`src/rtl/nexys_starship_pkg.sv`:
```
// Shared types and constants for the Nexys Starship fault generator.
// Decodes one LFSR sample into the roll, channel and repair combo fields.
package nexys_starship_pkg;

    typedef enum logic [2:0] {
        StIdle = 3'b001,
        StArm  = 3'b010,
        StRun  = 3'b100
    } gen_state_e;

    typedef enum logic [1:0] {
        ChLl = 2'd0,
        ChRr = 2'd1,
        ChUr = 2'd2,
        ChDr = 2'd3
    } chan_e;

    localparam logic [15:0] LfsrMask = 16'hB400;

    localparam logic [7:0] DefThr0 = 8'd8;
    localparam logic [7:0] DefThr1 = 8'd16;
    localparam logic [7:0] DefThr2 = 8'd32;
    localparam logic [7:0] DefThr3 = 8'd64;

    typedef struct packed {
        logic [7:0] roll;
        logic [1:0] ch;
        logic [3:0] hex;
    } roll_t;

    function automatic logic [15:0] lfsr_next(input logic [15:0] l);
        return l[0] ? ((l >> 1) ^ LfsrMask) : (l >> 1);
    endfunction

    // A zero combo cannot be entered by the player, so it is remapped to 1.
    function automatic roll_t decode_roll(input logic [15:0] l);
        roll_t r;
        r.roll = l[7:0];
        r.ch   = l[9:8];
        r.hex  = (l[15:12] == 4'h0) ? 4'h1 : l[15:12];
        return r;
    endfunction

endpackage

```
`src/rtl/nexys_starship_lfsr16.sv`:
```
// Free-running 16-bit Galois LFSR, right-shifting, taps x^16+x^14+x^13+x^11+1.
// Advances on every clock edge; SEED must be non-zero.
module nexys_starship_lfsr16
    import nexys_starship_pkg::*;
#(
    parameter logic [15:0] SEED = 16'hACE1
) (
    input  logic        timer_clk,
    input  logic        Reset,
    output logic [15:0] o_lfsr
);

    logic [15:0] r_lfsr;

    always_ff @(posedge timer_clk or posedge Reset) begin
        if (Reset) begin
            r_lfsr <= SEED;
        end else begin
            r_lfsr <= lfsr_next(r_lfsr);
        end
    end

    assign o_lfsr = r_lfsr;

endmodule

```
`src/rtl/nexys_starship_break_gen.sv`:
```
// Random fault generator: picks when and which ship part breaks and the combo to fix it.
// Sequences IDLE -> ARM -> RUN with per-channel holdoff and busy gating.
module nexys_starship_break_gen
    import nexys_starship_pkg::*;
#(
    parameter logic [15:0] SEED    = 16'hACE1,
    parameter logic [7:0]  WARMUP  = 8'd4,
    parameter logic [7:0]  HOLDOFF = 8'd20,
    parameter logic [7:0]  THR0    = DefThr0,
    parameter logic [7:0]  THR1    = DefThr1,
    parameter logic [7:0]  THR2    = DefThr2,
    parameter logic [7:0]  THR3    = DefThr3
) (
    input  logic       timer_clk,
    input  logic       Reset,
    input  logic       play_flag,
    input  logic       gameover_ctrl,
    input  logic [1:0] difficulty,
    input  logic [3:0] ch_busy,
    output logic [3:0] break_req,
    output logic [3:0] random_hex,
    output logic [7:0] break_count,
    output logic [2:0] gen_state
);

    logic [15:0]     w_lfsr;
    roll_t           w_roll;
    logic [7:0]      w_thr;
    logic            w_fire;

    gen_state_e      r_state;
    logic [7:0]      r_warm;
    logic [3:0][7:0] r_hold;
    logic [3:0]      r_req;
    logic [3:0]      r_hex;
    logic [7:0]      r_cnt;

    nexys_starship_lfsr16 #(
        .SEED (SEED)
    ) u_lfsr (
        .timer_clk (timer_clk),
        .Reset     (Reset),
        .o_lfsr    (w_lfsr)
    );

    always_comb begin
        w_roll = decode_roll(w_lfsr);
        unique case (difficulty)
            2'd0:    w_thr = THR0;
            2'd1:    w_thr = THR1;
            2'd2:    w_thr = THR2;
            default: w_thr = THR3;
        endcase
        w_fire = (w_roll.roll < w_thr) && !ch_busy[w_roll.ch] && (r_hold[w_roll.ch] == 8'd0);
    end

    always_ff @(posedge timer_clk or posedge Reset) begin
        if (Reset) begin
            r_state <= StIdle;
            r_warm  <= 8'd0;
            r_hold  <= '0;
            r_req   <= 4'd0;
            r_hex   <= 4'h1;
            r_cnt   <= 8'd0;
        end else begin
            r_req <= 4'd0;
            unique case (r_state)
                StIdle: begin
                    r_warm <= 8'd0;
                    r_hold <= '0;
                    r_cnt  <= 8'd0;
                    if (play_flag && !gameover_ctrl) begin
                        r_state <= StArm;
                    end
                end
                StArm: begin
                    if (gameover_ctrl) begin
                        r_state <= StIdle;
                        r_warm  <= 8'd0;
                        r_hold  <= '0;
                        r_cnt   <= 8'd0;
                    end else if (r_warm == WARMUP - 8'd1) begin
                        r_state <= StRun;
                        r_warm  <= 8'd0;
                    end else begin
                        r_warm <= r_warm + 8'd1;
                    end
                end
                StRun: begin
                    // Gameover wins over a fire on the same tick.
                    if (gameover_ctrl) begin
                        r_state <= StIdle;
                        r_warm  <= 8'd0;
                        r_hold  <= '0;
                        r_cnt   <= 8'd0;
                    end else begin
                        for (int i = 0; i < 4; i++) begin
                            if (r_hold[i] != 8'd0) begin
                                r_hold[i] <= r_hold[i] - 8'd1;
                            end
                        end
                        if (w_fire) begin
                            r_req            <= 4'(1) << w_roll.ch;
                            r_hex            <= w_roll.hex;
                            r_hold[w_roll.ch] <= HOLDOFF;
                            if (r_cnt != 8'hFF) begin
                                r_cnt <= r_cnt + 8'd1;
                            end
                        end
                    end
                end
                default: r_state <= StIdle;
            endcase
        end
    end

    assign break_req   = r_req;
    assign random_hex  = r_hex;
    assign break_count = r_cnt;
    assign gen_state   = r_state;

endmodule
```
`config.mk`:
```
export PLATFORM = sky130hd
export DESIGN_NAME = nexys_starship_break_gen
export DESIGN_NICKNAME = d
export VERILOG_FILES = /design/src/rtl/nexys_starship_pkg.sv /design/src/rtl/nexys_starship_lfsr16.sv /design/src/rtl/nexys_starship_break_gen.sv
export SDC_FILE = /design/constraint.sdc
export NUM_CORES = 1
export LEC_CHECK = 0
export BUFFER_PORTS_ARGS = -buffer_cell sky130_fd_sc_hd__buf_2
export CELL_PAD_IN_SITES_DETAIL_PLACEMENT = 1
export CELL_PAD_IN_SITES_GLOBAL_PLACEMENT = 1
export CORE_AREA = 2 2 105 107
export DETAILED_ROUTE_END_ITERATION = 7
export DIE_AREA = 0 0 107 109
export HOLD_SLACK_MARGIN = 0.15
export MAX_ROUTING_LAYER = met4
export PLACE_DENSITY_LB_ADDON = 0.1
export REMOVE_ABC_BUFFERS = 1
export SETUP_SLACK_MARGIN = 0.4
export SLEW_MARGIN = 5
export SYNTH_ARGS = -nofsm -noshare
export SYNTH_HDL_FRONTEND = slang
export SYNTH_SLANG_ARGS = --single-unit
```
`constraint.sdc`:
```
create_clock -name timer_clk -period 4.8 [get_ports timer_clk]
set_input_delay 0.96 -clock timer_clk [delete_from_list [all_inputs] [get_ports timer_clk]]
set_output_delay 0.96 -clock timer_clk [all_outputs]
set_load 0.01 [all_outputs]
```
# After elaboration in Yosys (flattened, before gate mapping)
# Cells that the tools add are included.
# totals
ff_bits,75
out_inout_bits,19
mem_bits_rw,0
word_cells,98
memories,0
mem_bits_ro,0
inputBits,10
latch_bits,0
# classes
n_lt_le_gt_ge,3
addsub,6
bitwise,5
shifts,1
mux,41
div,0
n_mul,0
reduce_logical,19
eq_ne,13
# op_table
op,n
$mux 8,20
$mux 32,3
$pmux 32 s3,1
$pmux 8 s3,2
$reduce_bool 8->1,4
$sub 8x1->8 const B,4
$and 24x24->24,1
$not 24->24,1
$pmux 7 s3,1
$add 8x1->8 const B,2
$bmux 8 s2,1
$demux 8 s2,1
$mux 16,1
$mux 4,4
$mux 3,4
$ne 3x3->1 const B,3
$pmux 3 s3,1
$eq 8x2->1 const B,1
$logic_not 8->1,1
$lt 8x8->1,1
$ne 8x8->1 const B,1
$or 8x8->8,1
$ne 2x2->1 const B,3
$reduce_and 3->1,2
other kinds (19),24

# Longest topological paths before layout
# Gate-level depths: netlist of run 1.
# depth
depth_word,9
depth_mapped,9
ltp_nobuf,7

# Modules after synthesis
# From an unflattened synthesis of run 1, not the netlist that was laid out.
# unflattened
hier_cells,413
hier_area_um2,4046.4
# modules_own_cells
module,n_inst,cells_per_inst,seq_area_each_um2,area_per_inst_um2
nexys_starship_break_gen,1,393,1478.9,3606.0
nexys_starship_lfsr16,1,20,410.4,440.4

# Least setup slack after synthesis of run 1
# Ideal clock, no wire load.
# synth_path
kind,input -> register
startpoint,input difficulty[0]
endpoint,"register r_cnt[4], in the netlist break_count[4]"
setup_slack_ns,1.956
setup_time_ns,0.126
path_buffers,2
cell_stages,9
required_time_ns,4.674
arrival_ns,2.718
path_cell_list,nand2b_1 ha_1 a21o_1 a2111oi_4 and3_1 buf_6 buf_12 nand3_2 a221o_1
# synth_via
elab_chain_len,7
elab_cells_between_ends,9
cone_classes,1 x order compare; 3 x eq/ne; 1 x mux; 4 x reduce/logical
# synth_lines
element,line,rtl
from (decl),nexys_starship_break_gen.sv:18,"input logic [1:0] difficulty,"
$eq 2x2->1 (tied with other cells),nexys_starship_break_gen.sv:48,unique case (difficulty)
$pmux 7 s3 (*),nexys_starship_break_gen.sv:48,
$lt 8x8->1 (*),nexys_starship_break_gen.sv:54,w_fire = (w_roll.roll < w_thr) && !ch_busy[w_roll.ch] && (r_hold[w_roll.ch] == 8'd0);
$logic_and 1x1->1 (*) (2 in series),nexys_starship_break_gen.sv:54,
$ne 3x3->1 (no source line) (*),n/a,
$reduce_and 4->1 (no source line) (*),n/a,
to (signal assigned),nexys_starship_break_gen.sv:107,r_cnt <= r_cnt + 8'd1;
to (decl),nexys_starship_break_gen.sv:36,logic [7:0] r_cnt;
# Every way passes the cells marked *; elsewhere a longest branch is shown, timed or not.
# A chain may end at the register's enable or synchronous reset.

# Final worst setup path of run 1
# layout_path
startpoint,register r_hold[26] (netlist bit)
endpoint,"register r_hex[1], in the netlist random_hex[1]"
# layout_via
elab_chain_len,5
# layout_lines
element,line,rtl
from (decl),nexys_starship_break_gen.sv:33,logic [3:0][7:0] r_hold;
"from (signal, indexed assignment)",nexys_starship_break_gen.sv:99,r_hold[i] <= r_hold[i] - 8'd1;
$bmux 8 s2,nexys_starship_break_gen.sv:54,
$mux 8 (implied by the code),nexys_starship_break_gen.sv:54,
$logic_not 8->1,nexys_starship_break_gen.sv:54,
$logic_and 1x1->1,nexys_starship_break_gen.sv:54,
$reduce_and 3->1 (no source line),n/a,
to (signal assigned),nexys_starship_break_gen.sv:104,r_hex <= w_roll.hex;
to (decl),nexys_starship_break_gen.sv:35,logic [3:0] r_hex;
# Every way passes these cells. The select of a mux whose other input is x is not followed.

==> reports/qor.yml, run 1 <==
syn_area_sq_um: 4150
htreeDepth: 3
mostFrequentLayoutCells: "dfrtp_1 (65), nand2_1 (40), nor2_1 (38), buf_2 (28), o21ai_0 (26)"
fin_area_sq_um: 4620
rsz0062_at_grt: "no"
async_flop_share_pct: 100
cts_tree: "done"
cts_buffers: 9
synth-seq-cells: 75
tightest_slew_ns: 0.922
max_freq_mhz: 340
final_common_cell: "dfrtp_1"
layout-drive-gt1-share_pct: 19.0
peakVddDrop_v: 0.000140
skew_ns: 0.0134
drc: 0
dr.pass1.iters: 6
hpwl_microns: 7320
yosysWarnings: 0
post-route-period-util_pct: 61.2
clockRootBuffer: "clkbuf_8"
hold_viol: 0
cpPeakStageDelay_ns: 0.76
finalSetupViolCount: 0
gp_congestion: 0.829
grt_pass1_wl_microns: 18200
fin_nets: 477
path_clk_slew_ns: 0.08
start_util_pct: 39.1
yosysUniqueCellTypes: 67
gr-total-overflow: 0
worstHoldStart: "u_lfsr.o_lfsr[2]$_DFF_PP0_"
io_buffers: 28
io_pins: 29
setup_tns_ns: 0
dr_total_vias: 3459
die_y_microns: 109
coreArea_sq_um: 10600
antenna_found_initial: 0
status: "finished clean"
insertion_delay_ns: 0.37
antennaDiodeCount: 0
r2r_setup_slack_ns: 1.86
synth_mux_area_share_pct: 1.87
cp_cell_sequence: "nor4_1, a21oi_1, nor3_1, nand3_4, mux2_2"
grt_max_degree: 42
ff2ff_path_depth: 5
clkSinkCount: 75
synth_top_family_by_area: "simple AND/OR/NAND/NOR gates"
vias_per_cell: 5.77
period_minus_slack_ns: 2.94
setup.worst_path.end_class: "flop"
slew_violations: 0
power.density_nw_per_um2: 273
synth_edf_count: 0
track_usage_pct: 20.4
synth_adder_area_share_pct: 3.92
synth_xor_area_share_pct: 2.32
crit_type: "reg2reg"
row_count: 38
synth_compound_area_share_pct: 18.5
slew_headroom_pct: 38.4
ys.flop_type: "dfrtp_1"
startpoint_type: "flop"
synthSimpleGateAreaFrac_pct: 24.0
die_w_microns: 107
dieArea_sq_um: 11700
slowest_stage: "nor4_1"
dr.first_iter.drc_count: 197
worstPathArrival_ns: 3.19
yosysSeqAreaShare_pct: 45.5
r2r-end: "random_hex[1]$_DFFE_PP0P_"
holdWs_ns: 0.363
drv_cap: 0
hold_class: "reg2reg"
post_cts_resize_count: 0
first_global_vias: 3510
rr_startpoint: "r_hold[26]$_DFFE_PP0P_"
p_leak_uw: 0.00212
whs_path_depth: 0
cp_data_required_time_ns: 5.05
fillCellCount: 1234
syn_avg_cell_area_sq_um: 9.72
post_cts_buffers: 0
clk_path_buf_depth: 2
critPathMaxFanout: 16
wirelength_microns: 10500
area_delta_synth_final_pct: 11.4
cts_hold_buf: 0
drt-wirelength-per-cell_microns: 17.6
min_to: "u_lfsr.o_lfsr[1]$_DFF_PP0_"
placed_cell_area_sq_um: 4420
synthCells: 427
drtAntennaViolNets: 0
[Yosys cell counts (10+ instances only)]
library cell   n  share of area, %
nand3_1       20               2.4
o21ai_0       26               3.1
nand4_1       10               1.5
nand2_1       40               3.6
inv_1         19               1.7
nor2_1        39               3.5
dfstp_2       10               6.3
a21oi_1       19               2.3
dfrtp_1       65                39
clkbuf_1      13               1.2
ha_1          13               3.9
nor4_1        10               1.5
xor2_1        10               2.1
[worst max-delay path by stage]
stage                                       from                        end  cells after the start
final                     r_hold[26]$_DFFE_PP0P_  random_hex[1]$_DFFE_PP0P_                      5
after global routing      r_hold[26]$_DFFE_PP0P_  random_hex[1]$_DFFE_PP0P_                      5
after CTS                          difficulty[0]  random_hex[1]$_DFFE_PP0P_                      9
after detailed placement           difficulty[0]  random_hex[1]$_DFFE_PP0P_                      9
after global placement             difficulty[0]  random_hex[1]$_DFFE_PP0P_                      9
after floorplan                    difficulty[0]  random_hex[1]$_DFFE_PP0P_                      7
[per-layer routing]
| metal | part of all wire [%] | GRT usage [%] | routed length, microns |
|---|---|---|---|
| met1 | 50 | 27.8 | 5230 |
| met2 | 47 | 31.8 | 4910 |
| met3 | 2.5 | 3.41 | 261 |
| met4 | 1.4 | 5.84 | 150 |
| met5 | 0 | - | 0 |
[critical path, delay by kind of cell, from the launching register on]
family	cells	cell delay (ns)
and+or+nand+nor	3	1.65
muxes	1	0.36
AOI/OAI and AO/OA	1	0.37
DFF	1	0.44
[final cells by class]
cell class / instances / area (sq um) / share of cell area [%]
well taps: 140 / 175 / 3.79
clock inverters: 7 / 82.6 / 1.79
multi-input cells: 317 / 2110 / 45.6
flip-flops and latches: 75 / 1890 / 40.9
inverters: 19 / 71.3 / 1.54
clock buffers: 9 / 124 / 2.68
repair buffers: 32 / 170 / 3.68
[report_power, final]
part / total [uW] / internal [uW] / switching, uW
clock network: 526 / 249 / 277
logic: 93.8 / 27.8 / 65.9
registers: 643 / 635 / 7.98
[cell families after synthesis]
family | after synthesis
simple gates | 179
compound gates | 108
flops | 75
buf+inv | 35
fa+ha+maj | 13
xor+xnor | 11
mux | 6
[per-stage QoR]
| stage | instances | worst slack (ns) | power, uW | utilization (%) |
|---|---|---|---|---|
| finish | 599 | 1.86 | 1260 | 43.6 |
| detailed placement | 583 | 1.50 | 751 | 41.6 |
| global route | 599 | 1.75 | 1320 | 43.6 |
| global placement | 583 | 1.53 | 749 | 41.6 |
| CTS | 599 | 1.89 | 1280 | 43.6 |
| floorplan | 411 | 1.71 | 715 | - |
[state kept, by name, summed over array words and instances, names as in the netlist]
signal and cells:
r_hold 32, u_lfsr.o_lfsr 16, break_count 8, r_warm 8, break_req 4, random_hex 4, gen_state 3
Note: power is estimated with default switching activity, not from simulation.
==> run 2: changes to the inputs <==
==> constraint.sdc (replaced) <==
create_clock -name timer_clk -period 3 [get_ports timer_clk]
set_input_delay 0.6 -clock timer_clk [delete_from_list [all_inputs] [get_ports timer_clk]]
set_output_delay 0.6 -clock timer_clk [all_outputs]
set_load 0.01 [all_outputs]
==> run 2 against run 1 <==
Clock-buffer cell count stayed put. Final cell count is 2.7% higher. Power is 70% higher. Combinational power is 79% higher. Clock skew is 0.0050 ns lower. Largest cell class unchanged. Highest routed layer unchanged. Via count is 0.64% higher. Setup slack worse by 1.3 ns. Hold slack worse by 0.066 ns. Sequential share of layout area is 1.7 points lower.
==> reports/qor.yml, run 2 (synthesis gave the netlist of run 1 again) <==
status: "finished clean"
drt-wirelength-per-cell_microns: 17.4
layout-drive-gt1-share_pct: 22.1
hold_viol: 0
clockRootBuffer: "clkbuf_8"
cts_buffers: 9
startpoint: "r_hold[1]$_DFFE_PP0P_"
cpPeakStageDelay_ns: 0.47
gr-total-overflow: 0
row_count: 38
clk_path_buf_depth: 2
worstPathArrival_ns: 2.75
rsz0062_at_grt: "no"
critPathBufInv: 2
cp_cell_sequence: "nor4_1, a21oi_1, nor3_1, buf_4, nand3_4, buf_4, o221ai_1"
gp_congestion: 0.798
htreeDepth: 3
cp-endpoint: "r_hold[20]$_DFFE_PP0P_"
cp.depth: 7
cp_data_required_time_ns: 3.27
drv_cap: 0
wirelength_microns: 10700
peakVddDrop_v: 0.000268
r2r_setup_slack_ns: 0.52
antenna_found_initial: 0
ff2ff_path_depth: 7
tightest_slew_ns: 0.875
die_w_microns: 107
clkSinkCount: 75
max_freq_mhz: 403
start_util_pct: 39.1
io_pins: 29
area_delta_synth_final_pct: 16.2
cts_hold_buf: 0
skew_ns: 0.00841
fin_nets: 493
slew_violations: 0
power.density_nw_per_um2: 446
mostFrequentLayoutCells: "dfrtp_1 (65), nand2_1 (40), nor2_1 (38), buf_2 (28), o21ai_0 (26)"
slew_headroom_pct: 41.5
largest_reg_flops: 32
track_usage_pct: 20.2
insertion_delay_ns: 0.36
regMostFlops: "r_hold"
startpoint_type: "flop"
drtAntennaViolNets: 0
cts_tree: "done"
drc: 0
path_common_cell: "buf_4"
coreArea_sq_um: 10600
first_global_vias: 3549
power_uw: 2150
dr.pass1.iters: 4
slowest_stage: "nor3_1"
setup_tns_ns: 0
io_buffers: 28
r2r-end: "r_hold[20]$_DFFE_PP0P_"
finalSetupViolCount: 0
grt_max_degree: 76
hold_class: "in2async"
dr.first_iter.drc_count: 151
vias_per_cell: 5.66
die_y_microns: 109
cpLargestDelayFamily: "simple AND/OR/NAND/NOR gates"
holdWs_ns: 0.297
dr_total_vias: 3481
setup.worst_path.end_class: "flop"
post-route-period-util_pct: 82.7
p_leak_uw: 0.00223
critPathMaxFanout: 12
period_minus_slack_ns: 2.48
fillCellCount: 1236
final_common_cell: "dfrtp_1"
crit_type: "reg2reg"
hpwl_microns: 7340
antennaDiodeCount: 0
path_clk_slew_ns: 0.08
grt_pass1_wl_microns: 17800
dieArea_sq_um: 11700
rr_startpoint: "r_hold[1]$_DFFE_PP0P_"
-- run 2: changes by cell type in the layout (fill, tap and decap cells not counted) --
cell / delta
clkinv_4: +1
buf_12: +3
and3_1: -1
nand3_1: -1
and3_4: +1
inv_8: -1
clkinv_2: +2
bufinv_16: +2
inv_6: -3
clkinvlp_4: -1
nand3_2: +1
buf_4: +13
-- run 2: repair_timing --
action / 4_1_cts / 5_1_grt
buffers inserted: 0 / 6
resized for setup: 0 / 2
endpoints found under the hold margin: 0 / 0
setup endpoints to repair: 0 / 18
-- run 2: worst min-delay path by stage --
stage	end	from	depth (start not counted)	slack (ns)
floorplan	u_lfsr.o_lfsr[1]$_DFF_PP0_	u_lfsr.o_lfsr[2]$_DFF_PP0_	0	0.33
global placement	u_lfsr.o_lfsr[1]$_DFF_PP0_	u_lfsr.o_lfsr[2]$_DFF_PP0_	0	0.34
detailed placement	u_lfsr.o_lfsr[0]$_DFF_PP1_	u_lfsr.o_lfsr[1]$_DFF_PP0_	0	0.34
CTS	r_warm[2]$_DFFE_PP0P_	Reset	3	0.33
global route	r_hold[17]$_DFFE_PP0P_	Reset	3	0.35
finish	r_warm[2]$_DFFE_PP0P_	Reset	3	0.30
-- run 2: tightest hold or removal path: stages --
cell    delay [ns]
buf_2         0.10
inv_2         0.06
buf_12        0.33
-- run 2: through the flow --
step	cells	utilization [%]	setup slack [ns]	area, sq um
floorplan	411	-	0.271	4060
global placement	593	42.6	0.171	4520
detailed placement	593	42.6	0.0772	4520
CTS	609	44.9	0.402	4760
global route	615	45.5	0.413	4820
finish	615	45.5	0.520	4820
-- run 2: layer usage --
layer  vias to the layer above  routed length [microns]  track usage (%)
li1                       1675                        -                -
met1                      1763                     5300             26.5
met2                        31                     5010             31.7
met3                        12                      203             2.99
met4                         0                      176             8.16
met5                         -                        0                -
-- run 2: power by group --
group	internal [uW]	total (uW)	switching, uW
Combinational	57.5	168	110
Clock	551	956	405
Sequential	1020	1030	13.3
Total	1620	2150	529
-- run 2: area by class of cell --
| cell class | instances | area (sq um) | area share, % |
|---|---|---|---|
| tap | 140 | 175 | 3.63 |
| clock inverter | 7 | 116 | 2.41 |
| timing repair buffer | 48 | 328 | 6.80 |
| multi-input combinational | 317 | 2120 | 43.9 |
| inverter | 19 | 71.3 | 1.48 |
| clock buffer | 9 | 124 | 2.57 |
| sequential | 75 | 1890 | 39.2 |
